**src/rtl/uart_rx_cmd.sv**
```systemverilog
// 8N1 UART receiver with valid/ack handshake and frame/overrun error pulses.
// Optional 8E1 framing with a parity_err pulse when UART_RX_PARITY_EN is defined.
module uart_rx_cmd #(
   parameter int CLK_FREQ = 81_000_000,
   parameter int BAUD     = 115200
) (
   input  logic       clk,
   input  logic       resetn,
   input  logic       rxp,
   output logic [7:0] data,
   output logic       valid,
   input  logic       ack,
   output logic       busy,
   output logic       frame_err,
   output logic       overrun,
   output logic       parity_err
);

   localparam int CPB  = (CLK_FREQ + BAUD / 2) / BAUD;
   localparam int HALF = CPB / 2;
   localparam logic [9:0] CPB_LAST  = 10'(CPB - 1);
   localparam logic [9:0] HALF_LAST = 10'(HALF - 1);

   typedef enum logic [2:0] {
      IDLE,
      START,
      DATA,
      PARITY,
      STOP
   } state_t;

   state_t     state;
   logic [9:0] cnt;
   logic [2:0] bit_idx;
   logic [7:0] shift;
   logic       rs_meta;
   logic       rs;
   logic       rs_d;
   logic       commit_pend;
   logic       ferr_pend;
`ifdef UART_RX_PARITY_EN
   logic       perr_pend;
`endif

   // rs_d trails rs by one clock so a falling edge is visible in IDLE.
   always_ff @(posedge clk or negedge resetn) begin
      if (!resetn) begin
         rs_meta <= 1'b1;
         rs      <= 1'b1;
         rs_d    <= 1'b1;
      end else begin
         rs_meta <= rxp;
         rs      <= rs_meta;
         rs_d    <= rs;
      end
   end

   always_ff @(posedge clk or negedge resetn) begin
      if (!resetn) begin
         state       <= IDLE;
         cnt         <= '0;
         bit_idx     <= '0;
         shift       <= '0;
         commit_pend <= 1'b0;
         ferr_pend   <= 1'b0;
`ifdef UART_RX_PARITY_EN
         perr_pend   <= 1'b0;
`endif
      end else begin
         commit_pend <= 1'b0;
         ferr_pend   <= 1'b0;
         case (state)
            IDLE: begin
               cnt     <= '0;
               bit_idx <= '0;
               if (rs_d && !rs) begin
                  state <= START;
               end
            end
            START: begin
               if (cnt == HALF_LAST) begin
                  cnt   <= '0;
                  state <= rs ? IDLE : DATA;
               end else begin
                  cnt <= cnt + 10'd1;
               end
            end
            DATA: begin
               if (cnt == CPB_LAST) begin
                  cnt            <= '0;
                  shift[bit_idx] <= rs;
                  bit_idx        <= bit_idx + 3'd1;
                  if (bit_idx == 3'd7) begin
`ifdef UART_RX_PARITY_EN
                     state <= PARITY;
`else
                     state <= STOP;
`endif
                  end
               end else begin
                  cnt <= cnt + 10'd1;
               end
            end
`ifdef UART_RX_PARITY_EN
            PARITY: begin
               if (cnt == CPB_LAST) begin
                  cnt       <= '0;
                  perr_pend <= rs ^ (^shift);
                  state     <= STOP;
               end else begin
                  cnt <= cnt + 10'd1;
               end
            end
`endif
            STOP: begin
               if (cnt == CPB_LAST) begin
                  cnt         <= '0;
                  commit_pend <= rs;
                  ferr_pend   <= !rs;
                  state       <= IDLE;
               end else begin
                  cnt <= cnt + 10'd1;
               end
            end
            default: begin
               cnt   <= '0;
               state <= IDLE;
            end
         endcase
      end
   end

   // A commit beats a simultaneous ack; overrun reflects valid before this edge.
   always_ff @(posedge clk or negedge resetn) begin
      if (!resetn) begin
         data      <= '0;
         valid     <= 1'b0;
         frame_err <= 1'b0;
         overrun   <= 1'b0;
      end else begin
         frame_err <= ferr_pend;
         overrun   <= 1'b0;
         if (commit_pend) begin
            data    <= shift;
            valid   <= 1'b1;
            overrun <= valid;
         end else if (ack) begin
            valid <= 1'b0;
         end
      end
   end

`ifdef UART_RX_PARITY_EN
   // Parity error lands with the valid rise of the same byte.
   always_ff @(posedge clk or negedge resetn) begin
      if (!resetn) begin
         parity_err <= 1'b0;
      end else begin
         parity_err <= commit_pend & perr_pend;
      end
   end
`else
   assign parity_err = 1'b0;
`endif

   assign busy = (state != IDLE);

endmodule

```
**config.mk**
```make
export PLATFORM = sky130hd
export DESIGN_NAME = uart_rx_cmd
export DESIGN_NICKNAME = d
export VERILOG_FILES = /design/src/rtl/uart_rx_cmd.sv
export SDC_FILE = /design/constraint.sdc
export NUM_CORES = 1
export LEC_CHECK = 0
export ABC_AREA = 1
export ABC_CLOCK_PERIOD_IN_PS = 1800
export CAP_MARGIN = 20
export CORE_MARGIN = 1
export CORE_UTILIZATION = 30
export DETAILED_ROUTE_END_ITERATION = 10
export PLACE_DENSITY = 0.51
export RECOVER_POWER = 25
export SLEW_MARGIN = 15
export SYNTH_ARGS = -nofsm -noshare
export SYNTH_HDL_FRONTEND = slang
export SYNTH_SLANG_ARGS = --single-unit
```
**constraint.sdc**
```tcl
create_clock -name clk -period 1.8 [get_ports clk]
set_input_delay 0.18 -clock clk [delete_from_list [all_inputs] [get_ports clk]]
set_output_delay 0.18 -clock clk [all_outputs]
set_load 0.05 [all_outputs]
```
Word-level counts from Yosys, hierarchy flattened
Cells that the tools add are included.
{ "totals": {"register_bits": 40, "inputBits": 4, "out_inout_bits": 13, "elab_cells": 61} }
{ "op_classes": {"n_addsub": 2, "order_cmp": 2, "n_eq_ne": 11, "muxes": 22, "reduce_logical": 11} }
{ "ops": {"columns": ["op", "count"], "rows": [
  ["$mux W10", 2],
  ["$pmux W10 S2", 1],
  ["$mux W3", 6],
  ["$pmux W3 S4", 1],
  ["$add A10 B1 Y10 const B", 1],
  ["$eq A10 B10 Y1 const B", 1],
  ["$eq A10 B9 Y1 const B", 1],
  ["$ne A2 B2 Y1 const B", 5],
  ["$bwmux W8", 1],
  ["$mux W1", 8],
  ["$eq A3 B3 Y1 const B", 2],
  ["$pmux W3 S2", 1],
  ["$reduce_and A5 Y1", 1],
  ["$lt A3 B4 Y1 const B", 1],
  ["$reduce_and A2 Y1", 2],
  ["$reduce_bool A2 Y1", 2],
  ["$add A3 B1 Y3 const B", 1],
  ["$demux W1 S3", 1],
  ["$eq A3 B1 Y1 const B", 1],
  ["$eq A3 B2 Y1 const B", 1],
  ["$ge A3 B1 Y1 const B", 1],
  ["$logic_not A3 Y1", 1],
  ["$reduce_bool A3 Y1", 1],
  ["$logic_and A1 B1 Y1", 2],
  ["3 further kinds", 3]
]} }

Logic depth before layout (Yosys ltp)
{ "depth": {"depth_word": 5, "depth_mapped": 10, "ltp_nobuf": 10} }

Worst setup path before layout
OpenSTA, ideal clock, no wires.
{ "synth_timing": {"kind": "flip-flop to flip-flop", "from": "register state[0]", "to": "register bit_idx[0]", "setup_ps": 131, "t_arrival_ps": 1241, "required_ps": 1669, "slack_ps": 428, "path_stages_with_launch": 5, "n_path_buf": 0, "path_cell_list": "dfrtp_1 -> nor2_1 -> nand2_1 -> nand2_1 -> o21ai_0"} }
{ "synth_between": {"elab_chain_len": 3} }
{ "synth_rtl": {"columns": ["item", "line_no", "rtl"], "rows": [
  ["start, declared", "32", "state_t state;"],
  ["start signal, assigned", "83", "state <= rs ? IDLE : DATA;"],
  ["$eq A3 B2 Y1 or $logic_not A3 Y1 (tied branches)", "72", "case (state)"],
  ["$ne A2 B2 Y1 (no source line) or $reduce_bool A2 Y1 (tied branches)", null, null],
  ["$reduce_and A2 Y1 (no source line)", null, null],
  ["end signal, assigned", "92", "bit_idx <= bit_idx + 3'd1;"],
  ["end, declared", "34", "logic [2:0] bit_idx;"]
]} }
Parallel ways exist; a longest one is shown, timed or not.
A chain may end at the register's enable or synchronous reset.

Worst setup path after layout
{ "layout_timing": {"from": "register valid", "to": "output valid"} }
{ "layout_rtl": {"columns": ["item", "line_no", "rtl"], "rows": [
  ["start, declared", "11", "output logic valid,"],
  ["start signal, assigned", "137", "valid <= 1'b0;"],
  ["start signal, assigned", "145", "valid <= 1'b1;"],
  ["start signal, assigned", "148", "valid <= 1'b0;"]
]} }
No word-level cell between the ends.

==> impl_metrics.env <==
export IMPL_status="complete, no violations"
export IMPL_timing_rr_end="cnt[1]$_DFF_PN0_"
export IMPL_p_seq_share_pct=42.8
export IMPL_hold_viol_final=0
export IMPL_rows=29
export IMPL_postSynthCellCount=242
export IMPL_finalCritPeriodShare_pct=91.4
export IMPL_fmaxAchievable_mhz=608
export IMPL_dieWidth_um=83.0
export IMPL_dp_cells=332
export IMPL_seq_area_um2=1000
export IMPL_max_stage_delay_ns=0.81
export IMPL_critical_path_buf_inv_count=1
export IMPL_ir_drop_uv=582
export IMPL_drc=0
export IMPL_insertion_delay_ns=0.29
export IMPL_cts_hold_buf=1
export IMPL_die_area_um2=6890
export IMPL_p_int_mw=1.56
export IMPL_portBuffers=15
export IMPL_placed_cell_area_um2=2200
export IMPL_finalNetCount=271
export IMPL_syn_mean_instance_area_um2=8.13
export IMPL_comb_power_share_pct=27.2
export IMPL_power_switching_uw=857
export IMPL_ys_types=28
export IMPL_track_usage_pct=12.1
export IMPL_initial_core_util_pct=31.0
export IMPL_yosys_top_cells_area="dfrtp_1, nand2_1, nor2_1, nand3_1, inv_1"
export IMPL_syn2layout_area_growth_pct=18.0
export IMPL_maxSlewViolCount=0
export IMPL_clk_pin_slew_worst_paths_ns=0.07
export IMPL_antenna_found_initial=0
export IMPL_cts_tree="done"
export IMPL_rsz0062_at_grt="no"
export IMPL_grt_pass1_vias=1475
export IMPL_crit_path_cell_trace="clkdlybuf4s50_1"
export IMPL_stdcell_count=341
export IMPL_netSwitchingFraction_pct=35.5
export IMPL_hold_path_depth=0
export IMPL_whs_ns=0.353
export IMPL_yosysTopAreaCell="dfrtp_1"
export IMPL_r2r_start="cnt[0]$_DFF_PN0_"
export IMPL_syn_num_nets=250
export IMPL_overflow=0
export IMPL_r2r_cells=9
export IMPL_synth_seq_cells=40
export IMPL_dr_pass1_iters=4
export IMPL_clockPowerShare_pct=30.1
export IMPL_arrival_ns=1.46
export IMPL_synth_seq_area_share_pct=51.0
export IMPL_yosysTopAreaCellShare_pct=47.0
export IMPL_crit_path_start_kind="register"
export IMPL_setup_tns_ns=0
export IMPL_min_delay_start="ferr_pend$_DFF_PN0_"
export IMPL_worst_path_max_delay_cell="clkdlybuf4s50_1"
export IMPL_cts_resized_gates=0
export IMPL_cp_max_fo=3
export IMPL_diodes=0
export IMPL_worstSetupPathType="register to primary output"
export IMPL_drt_wl_total_mm=3.68
export IMPL_viasPerCell=4.40
export IMPL_final_area_um2=2320
export IMPL_cp_end_kind="primary output"
export IMPL_multiInputGateArea_um2=820
export IMPL_syn_area_um2=1970
export IMPL_vias=1499
export IMPL_period_needed_ns=1.64
export IMPL_critPathTopFamily="buffers and inverters"
export IMPL_setup_viol=0
export IMPL_min_to="frame_err$_DFF_PN0_"
export IMPL_pin_count=17
export IMPL_h_tree_depth=2
export IMPL_clock_sinks=40
export IMPL_max_slew_margin_pct=66.6
export IMPL_reg2reg_slack_ns=0.30
export IMPL_pwr_density_cell_nw_per_um2=1040
export IMPL_numCtsBuffers=5
export IMPL_ant_nets=0
export IMPL_cap_violations=0
export IMPL_routedWlPerCell_um=10.8
export IMPL_hpwl_mm=2.77
export IMPL_tightest_slew_ns=0.500
export IMPL_drive_above_1_share_pct=13.3
export IMPL_p_leak_nw=1.15
export IMPL_yosys_warnings=0
export IMPL_min_path_type="register to register"
export IMPL_critPathRequiredTime_ns=1.62
export IMPL_fp_dieH_um=83.0
export IMPL_grt_pass1_wl_mm=6.69
export IMPL_skew_ns=0.0117
export IMPL_cts_path_max_buffers=2
export IMPL_drtIter0Drc=46
export IMPL_core_area_um2=6350
export IMPL_grt_max_degree=22
export IMPL_cts_root_buffer="clkbuf_8"
export IMPL_post_cts_buffers=0
export IMPL_fill_cells=645
export IMPL_place_congestion=0.788
==> logic make-up after synthesis <==
logic type,count (synthesis),share of synthesized area [%]
flops,40,51.0
other cells,1,0.191
compound gates,6,1.53
buf+inv,36,7.31
xor+xnor,3,1.34
fa+ha+maj,4,2.54
simple gates,152,36.0
==> metal layers <==
layer,wire length (um),vias up,GRT usage (%)
li1,-,789,-
met3,80,5,2.98
met5,0,-,0
met2,1740,17,20.0
met1,1810,688,14.9
met4,52,0,5.17
==> cells in the final DEF, fill, tap and decap left out, drive strengths merged <==
| cell type | count |
|---|---|
| clkinv | 1 |
| conb | 1 |
| nand2 | 77 |
| dfstp | 3 |
| nand4 | 6 |
| bufinv | 1 |
| clkinvlp | 1 |
| dfrtp | 37 |
| buf | 4 |
| or2 | 1 |
| o21ai | 6 |
| nor3 | 5 |
| xor2 | 2 |
| nor2 | 38 |
| ha | 4 |
| clkdlybuf4s50 | 12 |
| inv | 32 |
| dlygate4sd3 | 2 |
| nand3b | 2 |
| nand3 | 23 |
| clkbuf | 5 |
| xnor2 | 1 |
==> power by group through the flow <==
stage	Combinational [mW]	Sequential [mW]	Clock [mW]
finish	0.657	1.03	0.726
detailed placement	0.669	1.05	0
floorplan	0.503	1.04	0
global route	0.741	1.04	0.789
global placement	0.664	1.05	0
CTS	0.672	1.03	0.752
==> cells in the mapped netlist <==
library cell	count
nand2_1	72
dfrtp_1	37
nor2_1	32
inv_1	27
nand3_1	22
o21ai_0	6
nand4_1	5
ha_1	4
inv_2	4
nand2_2	4
nor2_2	4
dfstp_2	3
nor3_1	3
buf_2	2
nand3b_1	2
nor2_4	2
xor2_1	2
buf_4	1
clkbuf_1	1
conb_1	1
inv_4	1
nand2_4	1
nand3_2	1
nand4_4	1
nor3_2	1
nor3_4	1
or2_2	1
xnor2_1	1
==> cell type report <==
cell class	count	area share, %
Inverter	32	5.28
Clock buffer	5	2.96
Clock inverter	3	1.83
Timing Repair Buffer	18	7.22
Multi-Input combinational cell	166	35.3
Sequential cell	40	43.3
Tap cell	77	4.15
==> flip-flops by register name (all words and copies together) (netlist names) <==
name	cells
frame_err	1
rs_meta	1
ferr_pend	1
shift	8
overrun	1
data	8
state	3
bit_idx	3
cnt	10
rs_d	1
rs	1
valid	1
commit_pend	1
==> how the worst max path moves through the flow <==
| stage | startpoint | endpoint | slack, ns | cells past startpoint |
|---|---|---|---|---|
| floorplan | state[0]$_DFFE_PN0P_ | bit_idx[0]$_DFFE_PN0P_ | 0.43 | 4 |
| finish | valid$_DFFE_PN0P_ | valid | 0.16 | 1 |
| CTS | valid$_DFFE_PN0P_ | valid | 0.13 | 1 |
| global route | valid$_DFFE_PN0P_ | valid | 0.1 | 1 |
| detailed placement | cnt[0]$_DFF_PN0_ | cnt[7]$_DFF_PN0_ | 0.30 | 9 |
| global placement | cnt[0]$_DFF_PN0_ | cnt[4]$_DFF_PN0_ | 0.35 | 9 |
==> metrics by stage <==
stage / util (%) / power [mW] / worst slack (ns)
6_report: 36.6 / 2.41 / 0.155
5_1_grt: 36.6 / 2.57 / 0.0955
4_1_cts: 36.6 / 2.46 / 0.125
3_5_place_dp: 34.7 / 1.72 / 0.305
3_3_place_gp: 34.7 / 1.71 / 0.348
2_1_floorplan: - / 1.54 / 0.428
Note: power is estimated with default switching activity, not from simulation.
